[config.mk]
export PLATFORM = sky130hd
export DESIGN_NAME = seq_nbit_multiplier_flat
export DESIGN_NICKNAME = d
export VERILOG_FILES = /design/src/rtl/seq_nbit_multiplier_if.sv /design/src/rtl/seq_nbit_multiplier.sv /design/src/flat_wrapper.sv
export SDC_FILE = /design/constraint.sdc
export NUM_CORES = 1
export LEC_CHECK = 0
export BUFFER_PORTS_ARGS = -buffer_cell sky130_fd_sc_hd__buf_4
export CAP_MARGIN = 10
export CORE_MARGIN = 2
export CORE_UTILIZATION = 45
export CTS_BUF_LIST = sky130_fd_sc_hd__clkbuf_4
export DETAILED_ROUTE_END_ITERATION = 12
export HOLD_SLACK_MARGIN = 0.05
export PLACE_DENSITY_LB_ADDON = 0.25
export SLEW_MARGIN = 10
export SYNTH_ARGS = -nofsm -noshare
export SYNTH_HDL_FRONTEND = slang
export SYNTH_SLANG_ARGS = --single-unit
export TNS_END_PERCENT = 5
[constraint.sdc]
create_clock -name clk -period 5.2 [get_ports clk]
set_input_delay 0.26 -clock clk [delete_from_list [all_inputs] [get_ports clk]]
set_output_delay 0.26 -clock clk [all_outputs]
set_load 0.005 [all_outputs]
[src/rtl/seq_nbit_multiplier_if.sv]
// Operand/product handshake bundle for the sequential multiplier.
// The master drives operands and out_ready; the slave (the multiplier) answers.
interface seq_nbit_multiplier_if #(
    parameter int N = 8
);
    logic             in_valid;
    logic             in_ready;
    logic [N-1:0]     multiplicand;
    logic [N-1:0]     multiplier;
    logic             signed_mode;
    logic             out_valid;
    logic             out_ready;
    logic [2*N-1:0]   product;
    logic             busy;

    modport master (
        output in_valid, multiplicand, multiplier, signed_mode, out_ready,
        input  in_ready, out_valid, product, busy
    );

    modport slave (
        input  in_valid, multiplicand, multiplier, signed_mode, out_ready,
        output in_ready, out_valid, product, busy
    );
endinterface

[src/rtl/seq_nbit_multiplier.sv]
// Sequential shift-add multiplier: one partial product per cycle, fixed N-cycle latency.
// Signed operands are multiplied as magnitudes and the sign is applied at the end.
module seq_nbit_multiplier #(
    parameter int N = 8
) (
    input  logic                 clk,
    input  logic                 rst,
    seq_nbit_multiplier_if.slave bus_io
);
    localparam int CW = (N > 2) ? $clog2(N) : 1;
    localparam logic [CW-1:0] LAST_STEP = CW'(N - 1);

    typedef enum logic [1:0] {
        IDLE = 2'd0,
        CALC = 2'd1,
        DONE = 2'd2
    } state_t;

    state_t           state_q, state_d;
    logic [N-1:0]     a_q, a_d;
    logic [N-1:0]     b_q, b_d;
    logic             sign_q, sign_d;
    logic [2*N-1:0]   acc_q, acc_d;
    logic [CW-1:0]    cnt_q, cnt_d;
    logic [2*N-1:0]   product_q, product_d;

    logic [N-1:0]     a_abs;
    logic [N-1:0]     b_abs;
    logic [2*N-1:0]   addend;
    logic [2*N-1:0]   acc_sum;

    // Magnitude of -2^(N-1) wraps to 2^(N-1), which is exactly right as unsigned.
    assign a_abs = (bus_io.signed_mode && bus_io.multiplicand[N-1]) ? -bus_io.multiplicand
                                                                    : bus_io.multiplicand;
    assign b_abs = (bus_io.signed_mode && bus_io.multiplier[N-1]) ? -bus_io.multiplier
                                                                  : bus_io.multiplier;

    assign addend  = b_q[cnt_q] ? ({{N{1'b0}}, a_q} << cnt_q) : '0;
    assign acc_sum = acc_q + addend;

    always_ff @(posedge clk or posedge rst) begin
        if (rst) begin
            state_q   <= IDLE;
            a_q       <= '0;
            b_q       <= '0;
            sign_q    <= 1'b0;
            acc_q     <= '0;
            cnt_q     <= '0;
            product_q <= '0;
        end else begin
            state_q   <= state_d;
            a_q       <= a_d;
            b_q       <= b_d;
            sign_q    <= sign_d;
            acc_q     <= acc_d;
            cnt_q     <= cnt_d;
            product_q <= product_d;
        end
    end

    always_comb begin
        state_d   = state_q;
        a_d       = a_q;
        b_d       = b_q;
        sign_d    = sign_q;
        acc_d     = acc_q;
        cnt_d     = cnt_q;
        product_d = product_q;
        case (state_q)
            IDLE: begin
                if (bus_io.in_valid) begin
                    a_d     = a_abs;
                    b_d     = b_abs;
                    sign_d  = bus_io.signed_mode &
                              (bus_io.multiplicand[N-1] ^ bus_io.multiplier[N-1]);
                    acc_d   = '0;
                    cnt_d   = '0;
                    state_d = CALC;
                end
            end
            CALC: begin
                acc_d = acc_sum;
                cnt_d = cnt_q + 1'b1;
                if (cnt_q == LAST_STEP) begin
                    product_d = sign_q ? -acc_sum : acc_sum;
                    state_d   = DONE;
                end
            end
            DONE: begin
                if (bus_io.out_ready) begin
                    state_d = IDLE;
                end
            end
            default: state_d = IDLE;
        endcase
    end

    assign bus_io.in_ready  = (state_q == IDLE) && !rst;
    assign bus_io.out_valid = (state_q == DONE);
    assign bus_io.busy      = (state_q != IDLE);
    assign bus_io.product   = product_q;
endmodule

[src/flat_wrapper.sv]
// flat-port wrapper written by rule: the top's interface ports become plain ports
module seq_nbit_multiplier_flat 
#(
    parameter int N = 8
)
  (clk, rst, bus_io_in_valid, bus_io_multiplicand, bus_io_multiplier, bus_io_signed_mode, bus_io_out_ready, bus_io_in_ready, bus_io_out_valid, bus_io_product, bus_io_busy);
  seq_nbit_multiplier_if #(.N(N)) bus_io_i ();
  input  logic clk;
  input  logic rst;
  input wire logic [$bits(bus_io_i.in_valid)-1:0] bus_io_in_valid;
  input wire logic [$bits(bus_io_i.multiplicand)-1:0] bus_io_multiplicand;
  input wire logic [$bits(bus_io_i.multiplier)-1:0] bus_io_multiplier;
  input wire logic [$bits(bus_io_i.signed_mode)-1:0] bus_io_signed_mode;
  input wire logic [$bits(bus_io_i.out_ready)-1:0] bus_io_out_ready;
  output wire logic [$bits(bus_io_i.in_ready)-1:0] bus_io_in_ready;
  output wire logic [$bits(bus_io_i.out_valid)-1:0] bus_io_out_valid;
  output wire logic [$bits(bus_io_i.product)-1:0] bus_io_product;
  output wire logic [$bits(bus_io_i.busy)-1:0] bus_io_busy;
  assign bus_io_i.in_valid = bus_io_in_valid;
  assign bus_io_i.multiplicand = bus_io_multiplicand;
  assign bus_io_i.multiplier = bus_io_multiplier;
  assign bus_io_i.signed_mode = bus_io_signed_mode;
  assign bus_io_i.out_ready = bus_io_out_ready;
  assign bus_io_in_ready = bus_io_i.in_ready;
  assign bus_io_out_valid = bus_io_i.out_valid;
  assign bus_io_product = bus_io_i.product;
  assign bus_io_busy = bus_io_i.busy;
  seq_nbit_multiplier #(.N(N)) u_core (.clk(clk), .rst(rst), .bus_io(bus_io_i));
endmodule
* Word-level counts from Yosys, hierarchy flattened *
Cells that the tools add are included.

storage, ports and cells
  register bits = 54

cells by class
  magnitude comparators = 1
  bitwise operators = 2
  equality and inequality tests = 6
  $add $sub $neg = 5
  reduce and logical (&&, ||, !) cells = 11
  shifts and indexed selects = 1
  multiplexer cells = 14

operators with widths
  kind                   count
  $mux W16               3
  $pmux W16 S2           1
  $add A16 B16 Y16       1
  $mux W8                2
  $neg A16 Y16           1
  $neg A8 Y8             2
  $shl A8 B3 Y16         1
  $mux W2                3
  $pmux W2 S3            1
  $pmux W3 S2            1
  $reduce_and A2 Y1      3
  $lt A3 B4 Y1 const B   1
  $ne A2 B2 Y1 const B   2
  $reduce_bool A2 Y1     2
  $add A3 B1 Y3 const B  1
  $bmux W1 S3            1
  $eq A3 B3 Y1 const B   1
  $logic_and A1 B1 Y1    3
  $mux W3                1
  $reduce_and A3 Y1      1
  $eq A2 B1 Y1 const B   1
  $eq A2 B2 Y1 const B   1
  $logic_not A2 Y1       1
  $ne A2 B1 Y1 const B   1
  other kinds (4)        4

* Logic depth before layout (Yosys ltp) *
  depth after elaboration = 6
  depth in mapped cells = 19

* Worst setup path before layout *
Ideal clock, no wire load.

  path type = register -> register
  from = register u_core.cnt_q[0]
  to = register u_core.product_q[14], in the netlist u_core.bus_io.product[14]
  setup slack = 1.202 ns
  path buffers = 3
  library setup time = 0.127 ns
  arrival = 3.870 ns
  period minus slack after synthesis = 3.998 ns
  stages on the path, launching flop included = 18
  cell sequence = dfrtp_1 clkbuf_1 mux4_2 nand2_1 and2_1 clkbuf_1 nor2_1 ha_1 buf_8 a21o_1 a21o_2 o2111ai_2 nand2_2 xor2_2 or4b_4 o31ai_2 xnor2_1 o21ai_1

on the way
  cells in the longest elaborated chain, start to end = 6
  elaborated cells between the ends (all ways) = 9
  classes of those cells = 2 x add/sub; 1 x eq/ne; 1 x shift; 4 x mux; 1 x reduce/logical

RTL lines
  item                           RTL line                   text
  start: declaration             seq_nbit_multiplier.sv:24  logic [CW-1:0] cnt_q, cnt_d;
  start signal: assignment       seq_nbit_multiplier.sv:56  cnt_q <= cnt_d;
  $bmux W1 S3                    seq_nbit_multiplier.sv:38  assign addend = b_q[cnt_q] ? ({{N{1'b0}}, a_q} << cnt_q) : '0;
  $mux W1 (not written as such)  seq_nbit_multiplier.sv:38
  $mux W16                       seq_nbit_multiplier.sv:38
  $add A16 B16 Y16               seq_nbit_multiplier.sv:39  assign acc_sum = acc_q + addend;
  $neg A16 Y16                   seq_nbit_multiplier.sv:85  product_d = sign_q ? -acc_sum : acc_sum;
  $mux W16                       seq_nbit_multiplier.sv:85
  end signal: assignment         seq_nbit_multiplier.sv:57  product_q <= product_d;
  end: declaration               seq_nbit_multiplier.sv:25  logic [2*N-1:0] product_q, product_d;

Parallel ways exist; a longest one is shown, timed or not. The select of a mux whose other input is x is not followed.
A chain may end at the register's enable or synchronous reset.

* Worst setup path in the final report *
Same ends and word-level chain as after synthesis.

==> load_flow_metrics.sql <==
INSERT INTO impl_metrics (metric_group, metric, value, unit) VALUES
('status', 'outcome', 'finished clean', ''),
('timing', 'timing_max_transition_violations_final', '0', ''),
('worst_setup_path', 'reg2reg_setup_slack', '0.88', 'ns'),
('timing', 'min_period_over_period', '83.09', '%'),
('synthesis', 'yosys_warnings', '0', ''),
('cts', 'cts_tree', 'done', ''),
('floorplan', 'core-area', '0.008134', 'mm^2'),
('drt', 'drc', '0', ''),
('floorplan', 'start_util', '46.02', '%'),
('drt', 'post_drt_wl_per_cell', '13.37', 'um'),
('final_layout', 'post_route_cells_drive_above_1_share', '14.69', '%'),
('synthesis', 'ys_seq_elements', '54', ''),
('synthesis', 'yosysMostFrequentCell', 'sky130_fd_sc_hd__nand2_1', ''),
('power_and_ir_drop', 'peakVddDrop', '165.0', 'uV'),
('synthesis', 'register_area_share_after_synthesis', '36.10', '%'),
('placement', 'gp_routability_congestion', '0.9013', ''),
('synthesis', 'synthesis.area', '0.003744', 'mm^2'),
('synthesis', 'synth_cell_type_count', '53', ''),
('timing', 'fin_crit', '4.321', 'ns'),
('drt', 'routed_wl', '7.593', 'mm'),
('cts', 'cts_sinks', '54', ''),
('worst_setup_path', 'critical_path_required', '5.43', 'ns'),
('floorplan', 'die-area', '0.009065', 'mm^2'),
('drt', 'num_vias', '2985', ''),
('synthesis', 'yosysTopAreaCellShare', '36.10', '%'),
('global_routing', 'grt_start_max_net_pins', '55', ''),
('timing', 'grt_setup_unrepaired', 'false', ''),
('global_routing', 'gr-usage-all-layers', '18.35', '%'),
('timing', 'achievable-frequency', '231.4', 'MHz'),
('placement', 'instance_area_after_placement', '0.004061', 'mm^2'),
('power_and_ir_drop', 'power_per_cell_area', '597.4', 'mW/mm^2'),
('timing', 'clock_skew', '0.01218', 'ns'),
('cts', 'numCtsBuffers', '5', ''),
('cts', 'cts.clk_slew.worst_paths', '0.14', 'ns'),
('floorplan', 'fp.dieW', '95.21', 'um'),
('timing', 'timing.slew.headroom', '32.59', '%'),
('synthesis', 'synth.top_cells.by_count', 'sky130_fd_sc_hd__nand2_1, sky130_fd_sc_hd__dfrtp_1, sky130_fd_sc_hd__o21ai_0', ''),
('power_and_ir_drop', 'power.switching_fraction', '47.46', '%'),
('synthesis', 'synth_cells', '437', ''),
('final_layout', 'layout.nets', '506', ''),
('floorplan', 'floorplan.die.height', '95.21', 'um'),
('drt', 'initial_drt_markers', '117', ''),
('synthesis', 'synth-edff-count', '0', ''),
('cts', 'number_of_buffers_on_the_longest_clock_path', '2', ''),
('floorplan', 'rows', '33', ''),
('worst_setup_path', 'crit_path_max_fanout', '19', ''),
('synthesis', 'synthDominantAreaCellType', 'sky130_fd_sc_hd__dfrtp_1', ''),
('worst_setup_path', 'crit_type', 'reg -> reg', ''),
('synthesis', 'synthesis.area_per_instance', '8.567', 'um^2'),
('power_and_ir_drop', 'sequentialPowerShare', '31.2', '%'),
('synthesis', 'synth_fp_nets', '479', ''),
('cts', 'cts_root_buf', 'sky130_fd_sc_hd__clkbuf_4', ''),
('synthesis', 'synth_top_cells_by_area', 'sky130_fd_sc_hd__dfrtp_1, sky130_fd_sc_hd__nand2_1, sky130_fd_sc_hd__ha_1', ''),
('worst_setup_path', 'reg2regPathDepth', '14', ''),
('worst_setup_path', 'start_kind', 'register', ''),
('synthesis', 'synth_flop_cell', 'sky130_fd_sc_hd__dfrtp_1', ''),
('drt', 'drt_pre_antenna_iters', '6', ''),
('floorplan', 'boundaryPins', '40', ''),
('final_layout', 'areaGrowthSynthToFinish', '9.893', '%'),
('final_layout', 'summed_area_of_non_filler_cells_in_the_final_layout', '0.004114', 'mm^2'),
('worst_setup_path', 'critical_path.reg2reg.startpoint', 'u_core.cnt_q[0]', ''),
('worst_setup_path', 'critPathArrivalTime', '4.56', 'ns'),
('worst_setup_path', 'worst_setup_path_end_kind', 'register', ''),
('final_layout', 'area.sequential', '0.001351', 'mm^2'),
('final_layout', 'insertedDiodeCount', '0', ''),
('power_and_ir_drop', 'net-switching-power', '0.001166', 'W'),
('placement', 'dp_hpwl', '5.792', 'mm'),
('global_routing', 'grt_overflow_total', '0', ''),
('timing', 'timing.setup.tns', '0', 'ns'),
('worst_setup_path', 'worstReg2RegEnd', 'u_core.bus_io.product[14]', ''),
('global_routing', 'grt_first_pass_wirelength', '13.14', 'mm');
-- cell type report --
class | instances | share of cell area (%)
well taps | 105 | 3.193
clock inverters | 1 | 0.09124
repair buffers | 41 | 7.543
multi-input cells | 349 | 54.20
flip-flops and latches | 54 | 32.85
inverters | 13 | 1.217
clock buffers | 5 | 0.9124
-- per-stage QoR --
stage	hold WS [ns]	utilization [%]	cells	power (W)
after floorplan	0.3676	-	437	0.001969
after CTS	0.1332	50.56	568	0.002473
after global placement	0.4535	49.93	561	0.002272
after global routing	0.1123	50.58	568	0.002731
final	0.06007	50.58	568	0.002458
after detailed placement	0.4698	49.93	561	0.002300
-- critical path, stage by stage, from the launching register on --
cell,delay [ns]
sky130_fd_sc_hd__dfrtp_1,0.75
sky130_fd_sc_hd__mux4_2,0.57
sky130_fd_sc_hd__nand2_1,0.15
sky130_fd_sc_hd__nor2_1,0.08
sky130_fd_sc_hd__ha_1,0.21
sky130_fd_sc_hd__fa_1,0.42
sky130_fd_sc_hd__a211oi_2,0.27
sky130_fd_sc_hd__o31ai_2,0.16
sky130_fd_sc_hd__o2111ai_2,0.26
sky130_fd_sc_hd__nand2_2,0.12
sky130_fd_sc_hd__xor2_2,0.19
sky130_fd_sc_hd__or4b_4,0.56
sky130_fd_sc_hd__o31ai_2,0.25
sky130_fd_sc_hd__xnor2_1,0.14
sky130_fd_sc_hd__o21ai_1,0.07
-- routing by layer --
layer,vias up,global-route usage [%],wire [um]
met1,1354,24.59,3703
met4,0,4.589,123
li1,1565,-,-
met3,11,2.846,268
met5,-,0,0
met2,55,31.04,3497
-- flip-flops by register name, indices dropped and copies added, names as in the netlist --
name and flops:
u_core.acc_q 16, u_core.bus_io.product 16, u_core.a_q 8, u_core.b_q 8, u_core.cnt_q 3, u_core.state_q 2, u_core.sign_q 1
-- kinds of logic (layout without fill, tap and decap cells) --
group,Yosys count,in the layout,synth area share [%]
AO/OA/AOI/OAI,101,101,17.28
flip-flops,54,54,36.10
multiplexers,14,14,4.545
buffers and inverters,34,60,4.345
AND/OR/NAND/NOR,176,176,21.26
XOR/XNOR,37,37,9.258
adder cells (fa/ha/maj),21,21,7.219
-- power by group through the flow --
stage               clock network [W]  registers [W]  logic, W
finish                       0.000165       0.000767   0.00153
global route                 0.000193       0.000799   0.00174
CTS                          0.000176       0.000768   0.00153
detailed placement                  0       0.000778   0.00152
global placement                    0       0.000770   0.00150
floorplan                           0       0.000695   0.00127
-- cells in the final DEF (no fill, tap or decap), types with 8 or more instances in the layout --
cell / instances
sky130_fd_sc_hd__nor2_1: 40
sky130_fd_sc_hd__a21o_1: 9
sky130_fd_sc_hd__mux2i_1: 8
sky130_fd_sc_hd__nand3_1: 31
sky130_fd_sc_hd__o21ai_0: 45
sky130_fd_sc_hd__xor2_1: 14
sky130_fd_sc_hd__a21oi_1: 18
sky130_fd_sc_hd__nand2_1: 72
sky130_fd_sc_hd__dfrtp_1: 54
sky130_fd_sc_hd__buf_4: 40
sky130_fd_sc_hd__xnor2_1: 20
sky130_fd_sc_hd__ha_1: 20
sky130_fd_sc_hd__inv_1: 12
-- worst max path at each step --
stage | from | to | slack [ns]
4_1_cts | u_core.cnt_q[0] | u_core.bus_io.product[14] | 0.89
6_report | u_core.cnt_q[0] | u_core.bus_io.product[14] | 0.88
2_1_floorplan | u_core.cnt_q[0] | u_core.bus_io.product[14] | 1.20
3_5_place_dp | u_core.cnt_q[0] | u_core.bus_io.product[14] | 0.89
3_3_place_gp | u_core.cnt_q[0] | u_core.bus_io.product[14] | 1.01
5_1_grt | u_core.cnt_q[0] | u_core.bus_io.product[14] | 0.54
-- what timing repair did --
| item | CTS | global route |
|---|---|---|
| gates resized for setup | 0 | 0 |
| hold endpoints to repair | 1 | 0 |
| setup buffers | 0 | 0 |
| hold buffers | 1 | 0 |
(Power assumes the default switching activity.)
